File: src/rtl/ofmap_collector.sv
// Deskews column-skewed partial sums into a row-ordered accumulator across K-tiles,
// then quantizes (ReLU, arithmetic shift, saturation) and streams one row per handshake.
module ofmap_collector #(
   parameter int SYS_COLS = 4,
   parameter int ROWS     = 4,
   parameter int P_BW     = 32,
   parameter int OUT_BW   = 8,
   parameter int SHIFT_W  = 5
) (
   input  logic                       clk,
   input  logic                       rst,
   input  logic                       start,
   input  logic                       first,
   input  logic                       last,
   input  logic [SHIFT_W-1:0]         shift,
   input  logic                       relu_en,
   input  logic [SYS_COLS-1:0]        col_valid,
   input  logic [SYS_COLS*P_BW-1:0]   of_data,
   output logic                       o_valid,
   input  logic                       o_ready,
   output logic [SYS_COLS*OUT_BW-1:0] o_data,
   output logic                       busy,
   output logic                       tile_done,
   output logic                       done,
   output logic                       err
);

   localparam int CNT_W = (ROWS > 1) ? $clog2(ROWS) : 1;
   localparam logic [CNT_W-1:0] LAST_ROW = CNT_W'(ROWS - 1);
   localparam logic signed [P_BW-1:0] Q_MAX = {{(P_BW-OUT_BW+1){1'b0}}, {(OUT_BW-1){1'b1}}};
   localparam logic signed [P_BW-1:0] Q_MIN = {{(P_BW-OUT_BW+1){1'b1}}, {(OUT_BW-1){1'b0}}};

   typedef enum logic [1:0] {IDLE, COLLECT, DRAIN} state_e;

   state_e                  state_q, state_d;
   logic [CNT_W-1:0]        row_cnt_q [SYS_COLS];
   logic [CNT_W-1:0]        row_cnt_d [SYS_COLS];
   logic [SYS_COLS-1:0]     lane_done_q, lane_done_d;
   logic [CNT_W-1:0]        ptr_q, ptr_d;
   logic                    first_q, first_d;
   logic                    last_q, last_d;
   logic                    relu_q, relu_d;
   logic [SHIFT_W-1:0]      shift_q, shift_d;
   logic                    err_q, err_d;
   logic                    tile_done_q, tile_done_d;

   logic signed [P_BW-1:0]  acc_q   [ROWS][SYS_COLS];
   logic signed [P_BW-1:0]  lane_in [SYS_COLS];
   logic signed [P_BW-1:0]  wr_data [SYS_COLS];
   logic [SYS_COLS-1:0]     wr_en;

   function automatic logic [OUT_BW-1:0] quantize(input logic signed [P_BW-1:0] v,
                                                  input logic [SHIFT_W-1:0]    sh,
                                                  input logic                  relu);
      logic signed [P_BW-1:0] r;
      logic signed [P_BW-1:0] s;
      r = (relu && (v < 0)) ? '0 : v;
      s = r >>> sh;
      if (s > Q_MAX)      return Q_MAX[OUT_BW-1:0];
      else if (s < Q_MIN) return Q_MIN[OUT_BW-1:0];
      else                return s[OUT_BW-1:0];
   endfunction

   // A lane write is suppressed by a restarting start or by the lane already being full
   always_comb begin
      for (int c = 0; c < SYS_COLS; c++) begin
         lane_in[c] = of_data[c*P_BW +: P_BW];
         wr_en[c]   = (state_q == COLLECT) && !start && col_valid[c] && !lane_done_q[c];
         wr_data[c] = first_q ? lane_in[c] : acc_q[row_cnt_q[c]][c] + lane_in[c];
      end
   end

   always_comb begin
      row_cnt_d   = row_cnt_q;
      lane_done_d = lane_done_q;
      ptr_d       = ptr_q;
      first_d     = first_q;
      last_d      = last_q;
      relu_d      = relu_q;
      shift_d     = shift_q;
      err_d       = err_q;
      case (state_q)
         IDLE, COLLECT: begin
            if (start) begin
               for (int c = 0; c < SYS_COLS; c++) row_cnt_d[c] = '0;
               lane_done_d = '0;
               ptr_d       = '0;
               err_d       = 1'b0;
               first_d     = first;
               last_d      = last;
               relu_d      = relu_en;
               shift_d     = shift;
            end else if (state_q == IDLE) begin
               if (|col_valid) err_d = 1'b1;
            end else begin
               for (int c = 0; c < SYS_COLS; c++) begin
                  if (col_valid[c]) begin
                     if (lane_done_q[c]) begin
                        err_d = 1'b1;
                     end else begin
                        row_cnt_d[c] = row_cnt_q[c] + CNT_W'(1);
                        if (row_cnt_q[c] == LAST_ROW) lane_done_d[c] = 1'b1;
                     end
                  end
               end
            end
         end
         DRAIN: begin
            if (start || (|col_valid)) err_d = 1'b1;
            if (o_ready) ptr_d = (ptr_q == LAST_ROW) ? '0 : ptr_q + CNT_W'(1);
         end
         default: ;
      endcase
   end

   always_comb begin
      state_d = state_q;
      case (state_q)
         IDLE:    if (start) state_d = COLLECT;
         COLLECT: if (!start && (&lane_done_d)) state_d = last_q ? DRAIN : IDLE;
         DRAIN:   if (o_ready && (ptr_q == LAST_ROW)) state_d = IDLE;
         default: state_d = IDLE;
      endcase
   end

   assign tile_done_d = (state_q == COLLECT) && !start && (&lane_done_d) && !last_q;

   always_comb begin
      o_valid   = (state_q == DRAIN);
      busy      = (state_q != IDLE);
      done      = (state_q == DRAIN) && o_ready && (ptr_q == LAST_ROW);
      tile_done = tile_done_q;
      err       = err_q;
      o_data    = '0;
      for (int c = 0; c < SYS_COLS; c++)
         o_data[c*OUT_BW +: OUT_BW] = quantize(acc_q[ptr_q][c], shift_q, relu_q);
   end

   always_ff @(posedge clk or negedge rst) begin
      if (!rst) begin
         state_q     <= IDLE;
         for (int c = 0; c < SYS_COLS; c++) row_cnt_q[c] <= '0;
         lane_done_q <= '0;
         ptr_q       <= '0;
         first_q     <= 1'b0;
         last_q      <= 1'b0;
         relu_q      <= 1'b0;
         shift_q     <= '0;
         err_q       <= 1'b0;
         tile_done_q <= 1'b0;
      end else begin
         state_q     <= state_d;
         row_cnt_q   <= row_cnt_d;
         lane_done_q <= lane_done_d;
         ptr_q       <= ptr_d;
         first_q     <= first_d;
         last_q      <= last_d;
         relu_q      <= relu_d;
         shift_q     <= shift_d;
         err_q       <= err_d;
         tile_done_q <= tile_done_d;
      end
   end

   // Accumulator storage is deliberately left unreset; a first=1 tile initialises it
   always_ff @(posedge clk) begin
      for (int c = 0; c < SYS_COLS; c++)
         if (wr_en[c]) acc_q[row_cnt_q[c]][c] <= wr_data[c];
   end

endmodule

File: config.mk
export PLATFORM = sky130hd
export DESIGN_NAME = ofmap_collector
export DESIGN_NICKNAME = d
export VERILOG_FILES = /design/src/rtl/ofmap_collector.sv
export SDC_FILE = /design/constraint.sdc
export NUM_CORES = 2
export LEC_CHECK = 0
export BUFFER_PORTS_ARGS = -buffer_cell sky130_fd_sc_hd__buf_2
export CELL_PAD_IN_SITES_DETAIL_PLACEMENT = 0
export CELL_PAD_IN_SITES_GLOBAL_PLACEMENT = 2
export CORE_AREA = 10 10 314 316
export CTS_BUF_LIST = sky130_fd_sc_hd__clkbuf_4 sky130_fd_sc_hd__clkbuf_8 sky130_fd_sc_hd__clkbuf_16
export CTS_CLUSTER_SIZE = 30
export DETAILED_ROUTE_END_ITERATION = 7
export DIE_AREA = 0 0 324 326
export PLACE_DENSITY = 0.84
export SETUP_SLACK_MARGIN = 0.3
export SLEW_MARGIN = 15
export SYNTH_ARGS = -nofsm -noshare
export SYNTH_HDL_FRONTEND = slang
export SYNTH_SLANG_ARGS = --single-unit
File: constraint.sdc
create_clock -name clk -period 10.9 [get_ports clk]
set_clock_uncertainty 0.05 [all_clocks]
set_input_delay 0.545 -clock clk [delete_from_list [all_inputs] [get_ports clk]]
set_output_delay 0.545 -clock clk [all_outputs]
set_load 0.05 [all_outputs]
; After elaboration in Yosys (flattened, before gate mapping)
; Memory sizes are Yosys's and may differ from the RTL's.
; Index checks and enable logic that the tools add are counted.
[word_totals]
ff_bits = 26
ram_bits = 512
in_bits = 144
output_inout_bits = 37
memories = 1
[mem_list]
columns = memory, words, word_bits, rd, rd_clocked_by_memory_dff, wr, line_no
row1 = acc_q, 4, 128, 5, 0, 4, 47  ; logic signed [P_BW-1:0] acc_q [ROWS][SYS_COLS];
[classes]
add_sub_neg = 9
n_lt_le_gt_ge = 12
n_eq_ne = 18
shifts = 4
n_mux = 71
n_reduce_logical = 44
[op_table]
columns = operator, n
row1 = 2-to-1 mux 32 bit, 8
row2 = adder 32 bit, 4
row3 = "greater-than comparator 32 x 8 -> 1 bit, second input constant", 4
row4 = "less-than comparator 32 x 1 -> 1 bit, second input constant", 4
row5 = "less-than comparator 32 x 8 -> 1 bit, second input constant", 4
row6 = >>> shifter 32 x 5 -> 32 bit, 4
row7 = 2-to-1 mux 8 bit, 10
row8 = 2-to-1 mux 1 bit, 32
row9 = 2-to-1 mux 2 bit, 15
row10 = AND reduction 4 bit, 5
row11 = logical AND 1 bit, 19
row12 = "!= test 2 bit, second input constant", 7
row13 = "== test 2 bit, second input constant", 6
row14 = 2-to-1 mux 4 bit, 3
row15 = nonzero test 2 bit, 6
row16 = "adder 2 x 1 -> 2 bit, second input constant", 5
row17 = AND reduction 3 bit, 3
row18 = logical NOT 1 bit, 6
row19 = "!= test 2 x 1 -> 1 bit, second input constant", 3
row20 = case mux 2 bit (3 select lines), 1
row21 = "!= test 4 bit, second input constant", 1
row22 = case mux 2 bit (2 select lines), 1
row23 = OR reduction 4 bit, 1
row24 = "== test 2 x 1 -> 1 bit, second input constant", 1
row25 = 5 further kinds, 5

; Logic depth before layout (Yosys ltp)
[logic_depth]
word_depth = 11
depth_mapped = 18

; Worst setup path after synthesis
; Ideal clock, no wire load.
[synth_timing]
path_type = register -> register
from = reg row_cnt_q[6] (netlist name)
to = mem acc_q[0][126] (netlist name), data pin
arrival_ps = 4687
required_ps = 10573
path_slack_ps = 5886
path_stages_with_launch = 16
path_buffers = 2
period_less_slack_ps = 5014
path_cell_list = dfrtp_1 clkbuf_1 buf_1 mux4_2 ha_1 a21o_1 a221o_1 or4_1 o21ai_0 o21bai_1 o41ai_2 o21ai_1 or4_1 a31oi_1 xor2_1 o21ai_1
[synth_rtl]
columns = item, line_no
row1 = start: declaration, 36  ; logic [CNT_W-1:0] row_cnt_q [SYS_COLS];
row2 = start signal: assignment, 153  ; row_cnt_q <= row_cnt_d;
row3 = end: declaration, 47

; Final worst setup path
[layout_timing]
from = reg ptr_q[1]
to = out o_data[19]
[layout_between]
elab_chain_len = 8
elab_cells_between_ends = 9
classes_between = order compare: 3 / shift: 1 / mux: 3 / reduce/logical: 1 / memory: 1
[layout_rtl]
columns = item, line_no
row1 = start: declaration, 39  ; logic [CNT_W-1:0] ptr_q, ptr_d;
row2 = start signal: assignment, 155  ; ptr_q <= ptr_d;
row3 = memory (4 x 128 bit) (*), -
row4 = less-than comparator 32 x 1 -> 1 bit, 57  ; r = (relu && (v < 0)) ? '0 : v;
row5 = logical AND 1 bit, 57
row6 = 2-to-1 mux 32 bit (*), 57
row7 = >>> shifter 32 x 5 -> 32 bit (*), 58  ; s = r >>> sh;
row8 = less-than comparator 32 x 8 -> 1 bit, 60  ; else if (s < Q_MIN) return Q_MIN[OUT_BW-1:0];
row9 = 2-to-1 mux 8 bit, 60
row10 = 2-to-1 mux 8 bit (*), 59  ; if (s > Q_MAX) return Q_MAX[OUT_BW-1:0];
row11 = end: declaration, 21  ; output logic [SYS_COLS*OUT_BW-1:0] o_data,
; Mark *: on every way between the ends. The rest lies on a longest branch, timed or not.

==> qor.tcl <==
set qor(run_status) {complete, no violations}
set qor(cp_data_required_time_ns) 10.31
set qor(tightestPinTransition_ns) 1.08
set qor(post-synth-top-area-fraction) 0.358
set qor(drv_slew) 0
set qor(post_synth_xor_area_fraction) 0.0202
set qor(worst-path-buf-inv) 3
set qor(cell_by_cell_trace_of_the_critical_path) {buf_12 -> buf_4 -> mux4_2 -> mux4_2 -> nand2_1 -> o21ai_0 -> nand2_1 -> o21ai_0 -> o21ai_0 -> nor4_1 -> a31oi_1 -> a21oi_1 -> buf_2}
set qor(min_period_ns) 6.92
set qor(via_count) 32300
set qor(power.leakage_uw) 0.0161
set qor(hold_viol) 0
set qor(yosys.cell_types.count) 94
set qor(port_buffers) 180
set qor(final_min_period_over_clock_period) 0.635
set qor(synth.mux.area_fraction) 0.283
set qor(num-nets-final) 3976
set qor(synth_enable_flop_cells) 512
set qor(ant_nets) 0
set qor(cts_tree) {done}
set qor(ys.flop_type) {edfxtp_1}
set qor(core_area_sq_um) 92500
set qor(rsz0062_at_grt) {no}
set qor(layout-drive-gt1-share) 0.233
set qor(worst_path_largest_cell_delay_ns) 0.86
set qor(path_delay_family) {buffers and inverters}
set qor(clock.fmax_mhz) 144
set qor(synth_seq_area_share) 0.374
set qor(clkSinkCount) 538
set qor(worst_slack_at_placement_ns) 4.43
set qor(die_height_um) 326
set qor(synthesis.area_per_instance_sq_um) 11.7
set qor(max_cap_violations) 0
set qor(floorplan.initialDensity) 0.464
set qor(drt-vias-per-instance) 6.55
set qor(synthSimpleGateAreaFrac) 0.108
set qor(detailedRoute.firstIterationViolations) 3059
set qor(endpoint_kind) {output pin}
set qor(root_buffer) {clkbuf_16}
set qor(synth_compound_area_frac) 0.132
set qor(critPathMostFrequentCell) {o21ai_0}
set qor(timing.final.ws_setup_ns) 3.98
set qor(yosysWarnings) 0
set qor(layout.filler_cells) 8172
set qor(numPlacedInstances) 4825
set qor(startpoint_type) {register}
set qor(synth-adder-area-share) 0.0430
set qor(worst_ir_drop_vdd_mv) 0.109
set qor(clkLatencyLatePin_ns) 0.64
set qor(cts_resizes) 0
set qor(post-cts-setup-buffer-count) 0
set qor(power_per_cell_area_nw_per_um2) 151
set qor(hpwl_mm) 93.3
set qor(critical_path_class) {register to output pin}
set qor(drt-pass1-iter-count) 6
set qor(grt_max_degree) 148
set qor(max_slew_margin) 0.278
set qor(syn_area_sq_um) 42900
set qor(syn2layout_area_growth_pct) 8.08
set qor(cts_max_path_buffers) 3
set qor(vias_in_the_first_global_route) 31800
set qor(worst_setup_hold_path_clk_slew_ns) 0.06
set qor(dieWidth_um) 324
set qor(mean_routed_wirelength_per_cell_um) 26.1
set qor(rows) 112
set qor(tns_ns) 0
set qor(dominant_combinational_cell_family_by_area_after_synthesis) {multiplexers}
set qor(detailed_route_wl_mm) 129
set qor(mappedNetlistNets) 3947
set qor(antenna_found_initial) 0
set qor(post_layout_nonfiller_instances) 4932
set qor(number_of_primary_i_o_pins) 181
set qor(worst_hold_path_type) {input port to register}
set qor(detailed_place.area_sq_um) 44300
set qor(timing.final.setup_violations) 0
set qor(netlist_instances) 3658
set qor(postSynth.asyncResetShare) 0.0483
set qor(netlist_top_cells_area) {edfxtp_1 36%, mux4_2 23%, nand2_1 4.3%}
set qor(groute.usage.overall) 0.238
set qor(h-tree-depth) 2
set qor(post_route_design_area_sq_um) 46400
set qor(dieArea_sq_um) 106000
set qor(gp_congestion) 0.905
set qor(synth-seq-cells) 538
set qor(final_core_util) 0.501
set qor(final_routed_drc_violation_total) 0
set qor(wire_length_of_the_first_global_routing_pass_mm) 197
set qor(remaining_global_route_overflow) 0
set qor(critPathArrivalTime_ns) 6.33
set qor(largest_driver_fanout_on_the_critical_path) 98
set qor(post-synth-top-area-cell) {edfxtp_1}
set qor(critical_path.slowest_cell) {buf_4}
set qor(cts-buffers-inserted) 56
set qor(r2r_setup_slack_ns) 5.09
cell usage in the layout (no fill, tap or decap), drive strengths merged, types with 58 or more instances in the layout:
cell type  count
mux4         453
inv           67
nor3          58
mux2i        125
a21oi        183
edfxtp       512
o21ai        261
buf          235
nand2        495
ha           141
nor2         223
clkbuf        64
nand3         71
what timing repair did:
| item | in CTS | in global routing |
|---|---|---|
| hold buffers | 1 | 0 |
| setup endpoints to repair | 0 | 0 |
| hold endpoints to repair | 26 | 0 |
where the power goes:
group | switching [uW] | internal (uW)
Combinational | 1370 | 907
Clock | 850 | 1280
Sequential | 113 | 2500
Total | 2330 | 4690
per-stage QoR:
stage               hold slack [ns]  total power, uW
finish                       0.0447             7020
global route                 0.0433             7350
CTS                          0.0153             7040
detailed placement            0.408             4910
global placement              0.394             4910
floorplan                     0.199             4290
state kept, by name, summed over array words and instances (netlist names):
signal	cells
err	1
last_q	1
shift_q	5
row_cnt_q	8
state_q	2
relu_q	1
tile_done	1
first_q	1
lane_done_q	4
acc_q	512
ptr_q	2
synth_stat cells, types with 11 or more instances:
library cell  number
o21a_1            27
xnor2_1           50
a211oi_1          38
nor2b_1           12
mux2i_1          125
a22o_1            12
dfrtp_1           26
a21oi_1          182
nand4_1           18
buf_4             21
o21ai_0          256
edfxtp_1         512
xor2_1            49
ha_1             141
nor4b_1           12
mux2_2            54
buf_6             30
a22oi_1           12
a221oi_1          13
o311ai_0          11
nand3_1           71
nor4_1            16
nor2_1           223
a31oi_1           33
inv_1             59
nand2b_1          31
clkbuf_1         108
nor3_1            58
o22ai_1           20
mux4_1            19
o31ai_1           36
a21o_1            52
and3_1            21
o211ai_1          37
mux4_2           433
buf_2             55
o21bai_1          20
nand2_1          495
buf_1             41
and2_1            33
or3_1             14
layer usage:
metal  part of all wire  track usage  routed length (um)  up-vias
met2               0.47        0.382               60800     1246
met3              0.071       0.0342                9150      147
met1               0.44        0.342               56300    16200
li1                   -            -                   -    14700
met5                  0            0                   0        -
met4              0.019       0.0474                2380        0
cells by family after synthesis:
logic type	after synthesis
adders and majority gates	145
xor gates and xnor gates	99
and+or+nand+nor	1038
AOI/OAI and AO/OA	876
buffers and inverters	329
muxes	633
DFF	538
final timing paths:
kind / from / depth (start not counted) / to
hold reg to reg: last_q$_DFFE_PN0P_ / 1 / tile_done$_DFF_PN0_
setup / recovery: ptr_q[1]$_DFFE_PN0P_ / 13 / o_data[19]
max in group asynchronous: rst / 2 / shift_q[3]$_DFFE_PN0P_
hold / removal: last / 3 / last_q$_DFFE_PN0P_
min in group asynchronous: rst / 2 / ptr_q[1]$_DFFE_PN0P_
setup reg to reg: row_cnt_q[0]$_DFFE_PN0P_ / 13 / acc_q[3][31]$_DFFE_PP_
layout make-up:
type / count / area, sq um / area share
antenna: 1 / 2.50 / 0.0000540
clock buffer: 64 / 1460 / 0.0315
clock inverter: 41 / 586 / 0.0126
inverter: 64 / 246 / 0.00532
multi-input combinational: 2791 / 25200 / 0.543
sequential: 538 / 16100 / 0.346
tap: 1197 / 1500 / 0.0323
timing repair buffer: 236 / 1350 / 0.0291
worst register-to-register path, cell delays in order (launching register included):
cell and delay, ns:
dfrtp_2 0.76, mux4_2 0.64, ha_1 0.31, a211oi_1 0.37, o211ai_1 0.19, a31oi_1 0.26, o21ai_0 0.27, a2111oi_0 0.79
nor3_1 0.22, o41ai_1 0.72, o21ai_0 0.29, mux2i_1 0.19, o21ai_0 0.11, xor2_1 0.41
Note: power is estimated with default switching activity, not from simulation.
